==> config.mk <==
export PLATFORM = sky130hd
export DESIGN_NAME = i2c_bus_conditioner
export DESIGN_NICKNAME = d
export VERILOG_FILES = /design/src/rtl/i2c_primitives_pkg.sv /design/src/rtl/i2c_line_filter.sv /design/src/rtl/i2c_bus_conditioner.sv
export SDC_FILE = /design/constraint.sdc
export NUM_CORES = 1
export LEC_CHECK = 0
export CAP_MARGIN = 20
export CORE_MARGIN = 8
export CORE_UTILIZATION = 42
export CTS_BUF_LIST = sky130_fd_sc_hd__clkbuf_4 sky130_fd_sc_hd__clkbuf_8 sky130_fd_sc_hd__clkbuf_16
export DETAILED_ROUTE_END_ITERATION = 8
export GPL_ROUTABILITY_DRIVEN = 0
export HOLD_SLACK_MARGIN = 0.15
export PLACE_DENSITY = 0.66
export SLEW_MARGIN = 20
export SYNTH_ARGS = -nofsm -noshare
export SYNTH_HDL_FRONTEND = slang
export SYNTH_SLANG_ARGS = --single-unit
==> constraint.sdc <==
create_clock -name clk -period 1 [get_ports clk]
set_input_delay 0.1 -clock clk [delete_from_list [all_inputs] [get_ports clk]]
set_output_delay 0.1 -clock clk [all_outputs]
set_load 0.01 [all_outputs]
==> src/rtl/i2c_primitives_pkg.sv <==
// Shared I2C types for the pad front-end and the slave core.
package i2c_primitives_pkg;

    typedef struct packed {
        logic scl;
        logic sda;
    } i2c_port_t;

    localparam logic I2C_IDLE_LEVEL = 1'b1;

    typedef struct packed {
        logic scl_rise;
        logic scl_fall;
        logic start;
        logic stop;
    } i2c_bus_event_t;

endpackage

==> src/rtl/i2c_line_filter.sv <==
// One I2C line: synchroniser chain followed by a persistence filter.
module i2c_line_filter
    import i2c_primitives_pkg::*;
#(
    parameter int unsigned SYNC_STAGES   = 2,
    parameter int unsigned FILTER_CYCLES = 4
) (
    input  logic clk,
    input  logic rst,
    input  logic i_line,
    output logic o_level,
    output logic o_update
);

    localparam int unsigned CNT_W = $clog2(FILTER_CYCLES + 1);

    logic [SYNC_STAGES-1:0] sync;
    logic [CNT_W-1:0]       cnt;
    logic                   synced;

    always_ff @(posedge clk or posedge rst) begin
        if (rst) begin
            sync <= {SYNC_STAGES{I2C_IDLE_LEVEL}};
        end else begin
            sync <= {sync[SYNC_STAGES-2:0], i_line};
        end
    end

    assign synced = sync[SYNC_STAGES-1];

    // A new level must persist FILTER_CYCLES consecutive cycles; any return to
    // the accepted level restarts the count.
    always_ff @(posedge clk or posedge rst) begin
        if (rst) begin
            o_level  <= I2C_IDLE_LEVEL;
            cnt      <= '0;
            o_update <= 1'b0;
        end else begin
            o_update <= 1'b0;
            if (synced == o_level) begin
                cnt <= '0;
            end else if (cnt == CNT_W'(FILTER_CYCLES - 1)) begin
                o_level  <= synced;
                cnt      <= '0;
                o_update <= 1'b1;
            end else begin
                cnt <= cnt + 1'b1;
            end
        end
    end

endmodule

==> src/rtl/i2c_bus_conditioner.sv <==
// Pad front-end: filtered SCL/SDA levels, edge/START/STOP pulses and busy flag.
module i2c_bus_conditioner
    import i2c_primitives_pkg::*;
#(
    parameter int unsigned SYNC_STAGES   = 2,
    parameter int unsigned FILTER_CYCLES = 4
) (
    input  logic      clk,
    input  logic      rst,
    input  i2c_port_t i_bus,
    output i2c_port_t o_bus,
    output logic      o_scl_rise,
    output logic      o_scl_fall,
    output logic      o_start,
    output logic      o_stop,
    output logic      o_bus_busy
);

    logic           scl_lvl, scl_upd;
    logic           sda_lvl, sda_upd;
    i2c_bus_event_t evt;

    i2c_line_filter #(
        .SYNC_STAGES   (SYNC_STAGES),
        .FILTER_CYCLES (FILTER_CYCLES)
    ) u_scl_filter (
        .clk      (clk),
        .rst      (rst),
        .i_line   (i_bus.scl),
        .o_level  (scl_lvl),
        .o_update (scl_upd)
    );

    i2c_line_filter #(
        .SYNC_STAGES   (SYNC_STAGES),
        .FILTER_CYCLES (FILTER_CYCLES)
    ) u_sda_filter (
        .clk      (clk),
        .rst      (rst),
        .i_line   (i_bus.sda),
        .o_level  (sda_lvl),
        .o_update (sda_upd)
    );

    // Decoded purely from the filter flops, so pulses line up with the new
    // level on o_bus. An SCL update suppresses START/STOP in the same cycle.
    always_comb begin
        evt          = '0;
        evt.scl_rise = scl_upd & scl_lvl;
        evt.scl_fall = scl_upd & ~scl_lvl;
        evt.start    = sda_upd & ~sda_lvl & scl_lvl & ~scl_upd;
        evt.stop     = sda_upd & sda_lvl & scl_lvl & ~scl_upd;
    end

    always_ff @(posedge clk or posedge rst) begin
        if (rst) begin
            o_bus_busy <= 1'b0;
        end else if (evt.start) begin
            o_bus_busy <= 1'b1;
        end else if (evt.stop) begin
            o_bus_busy <= 1'b0;
        end
    end

    always_comb begin
        o_bus.scl = scl_lvl;
        o_bus.sda = sda_lvl;
    end

    assign o_scl_rise = evt.scl_rise;
    assign o_scl_fall = evt.scl_fall;
    assign o_start    = evt.start;
    assign o_stop     = evt.stop;

endmodule

==> key figures <==
Outcome
  – Outcome: complete, but fails checks
  – Failing checks: negative setup slack

Pwr
  – Pwr Density: 2460 nW/µm²
  – Leakage: ~0.00044 µW
  – Max VDD drop: 0.00148 V
  – Power Total: between 2000 and 2500 µW

Layout
  – Post-Layout Cell Count: 81
  – Layout cells sized above 1: 0.697
  – Multi-input gate area in the final layout: 278 µm²
  – P&R area growth vs syn: 58.2%
  – Fillers: 101
  – Storage element area: 383 µm²
  – Final Util: 0.709
  – Post-layout nets: 73
  – ANT cells: 0

Global route
  – Largest net degree at the start of global routing: 9
  – Antenna violations before repair: 0
  – GRT Overall Usage: 0.0954
  – First-pass GRT wire length: approximately 2000 µm
  – Vias in the first global route: 452
  – Total gr overflow: 0

Synth
  – Post-Syn Instances: 41
  – Yosys reg bits: 15
  – Share of the synthesized area in the top cell type: 0.386
  – Post-Syn Area: 583 µm²
  – Library cells used by synthesis: 15
  – Synth warn: 0
  – Avg Synthesized Cell Area: 14.2 µm²
  – Top post-synthesis cells by area: dfrtp_1, dfstp_2, mux2_2
  – Register area share after synthesis: 0.657
  – Synthesized Nets: 47
  – Cell taking the most area after synthesis: dfrtp_1

Worst hold path
  – Worst hold path class: in2reg
  – Hold depth: 1

Timing
  – Fin. Hold Viols: 0
  – Fin crit share: 1.30
  – Slew HR: 0.848
  – RSZ-0062 raised after global routing: yes
  – Min cycle time layout: 1.30 ns
  – Worst-Margin Slew: 0.229 ns
  – WHS: ~0.23 ns
  – Max-slew violation count: 0
  – Fin worst setup slack: -0.299 ns
  – Maximum clock rate: 0.770 GHz
  – Setup_tns: -2.17 ns
  – Final Skew: 0.000714 ns
  – Final setup fails: 16

Floorplan
  – Initial core utilization: 0.448
  – Die area: 2840 µm²
  – DIE WIDTH: 53.3 µm
  – # rows: 13
  – Core Box Area: 1300 µm²
  – Die H: 53.3 µm
  – Number of I/O pins: 11

Detailed routing
  – Remaining DRCs: 0
  – Vias per std cell: between 4 and 5
  – Wire length per cell: 14.2 µm
  – Iteration-0 DRC Markers: 1
  – DR pass1 iterations: 3
  – Post-route ant nets: 0
  – Vias: 377
  – WL final: 1150 µm

Place
  – Placed Instances: between 70 and 80
  – IO buf count: 10

Setup path
  – Crit Path Class: reg2out
  – Element type at the critical path start: flop
  – Worst Path Required: around 0.9 ns
  – R2R cell count: 3
  – Worst reg2reg setup slack: -0.23 ns
  – CP max FO: 4
  – Endpoint class of the critical path: output pin
  – WP data arrival: 1.20 ns

Clocking
  – CTS buffer count: 3
  – Clk slew on worst S/H paths: 0.08 ns
  – Root Buffer: clkbuf_4
  – Clk buf depth: 2
  – Clock tree sinks: 15
  – Worst skew pair latency: 0.27 ns
  – CTS tree: built
  – H-tree depth: 1

Job
  – Max-Cap Viols: 0
[cell usage after synthesis]
| master | n |
|---|---|
| dfrtp_1 | 9 |
| dfstp_2 | 6 |
| nor3b_1 | 4 |
| mux2_2 | 3 |
| buf_4 | 2 |
| ha_1 | 2 |
| inv_1 | 2 |
| nor2_1 | 2 |
| nor2b_1 | 2 |
| nor2b_2 | 2 |
| nor3_1 | 2 |
| xnor2_1 | 2 |
| and2_2 | 1 |
| and2b_2 | 1 |
| nand3b_1 | 1 |
[placed cells by master (no fill, tap or decap)]
cell	count
dfstp_2	6
clkdlybuf4s50_1	3
nor3_2	1
mux2_4	3
inv_1	2
nor3b_2	4
buf_6	8
nor2b_4	2
and2b_2	1
clkbuf_2	1
dfrtp_1	9
buf_4	8
xnor2_4	2
and2_2	1
nor3_4	1
nor2_1	2
nand3b_1	1
nor2b_1	2
clkbuf_4	4
buf_2	2
dlygate4sd3_1	1
ha_2	2
[metrics by stage]
step           area (µm²)  setup WS (ns)
3_3_place_gp          756         -0.363
3_5_place_dp          756         -0.415
4_1_cts               910         -0.325
5_1_grt               922         -0.417
2_1_floorplan         599        -0.0517
6_report              922         -0.299
[power breakdown]
part / internal (µW) / switching (µW)
sequential: 783 / 101
combinational: 636 / 392
clock: 181 / 174
[registers in the layout, indices dropped and copies added (netlist names)]
name	flops
u_sda_filter.o_update	1
u_scl_filter.sync	2
u_sda_filter.sync	2
u_sda_filter.cnt	3
u_scl_filter.o_level	1
u_scl_filter.cnt	3
u_sda_filter.o_level	1
u_scl_filter.o_update	1
o_bus_busy	1
[worst max-delay path, cell delays in order (launching register included)]
cell and delay, ns:
dfstp_2 0.56, nand3b_1 0.12, nor2_1 0.11, buf_2 0.14
[layout make-up]
type / count / share of cell area
inverters: 2 / 0.00814
well taps: 15 / 0.0204
repair buffers: 23 / 0.223
clock buffers: 4 / 0.0326
flip-flops and latches: 15 / 0.415
multi-input cells: 22 / 0.301
[cells by family (layout without fill, tap and decap cells)]
| kind of cell | after synthesis | in the layout | share of synthesized area |
|---|---|---|---|
| XOR/XNOR | 2 | 2 | 0.0300 |
| buffers and inverters | 4 | 29 | 0.0386 |
| flip-flops | 15 | 15 | 0.657 |
| multiplexers | 3 | 3 | 0.0579 |
| AND/OR/NAND/NOR | 15 | 15 | 0.174 |
| adder cells (fa/ha/maj) | 2 | 2 | 0.0429 |
[layer usage]
metal  vias up  part of all wire  global-route usage
met5         -                 0                   0
met4         0                 0              0.0252
met3         0             0.087              0.0364
met2        11              0.51               0.176
met1       183              0.41              0.0974
li1        183                 -                   -
[final timing paths]
check                                      from                    end
setup / recovery           u_scl_filter.o_level                 o_stop
hold / removal                         i_bus[0]   u_sda_filter.sync[0]
setup reg to reg           u_scl_filter.o_level             o_bus_busy
hold reg to reg            u_sda_filter.sync[0]   u_sda_filter.sync[1]
max in group asynchronous                   rst   u_sda_filter.o_level
min in group asynchronous                   rst  u_scl_filter.o_update
[timing repair]
action	4_1_cts	5_1_grt
gates cloned	0	0
setup endpoints to repair	18	18
hold buffers	1	0
gates resized for setup	46	5
pin swaps	8	7
endpoints found under the hold margin	9	0
setup buffers	5	4
(Power assumes the default switching activity.)
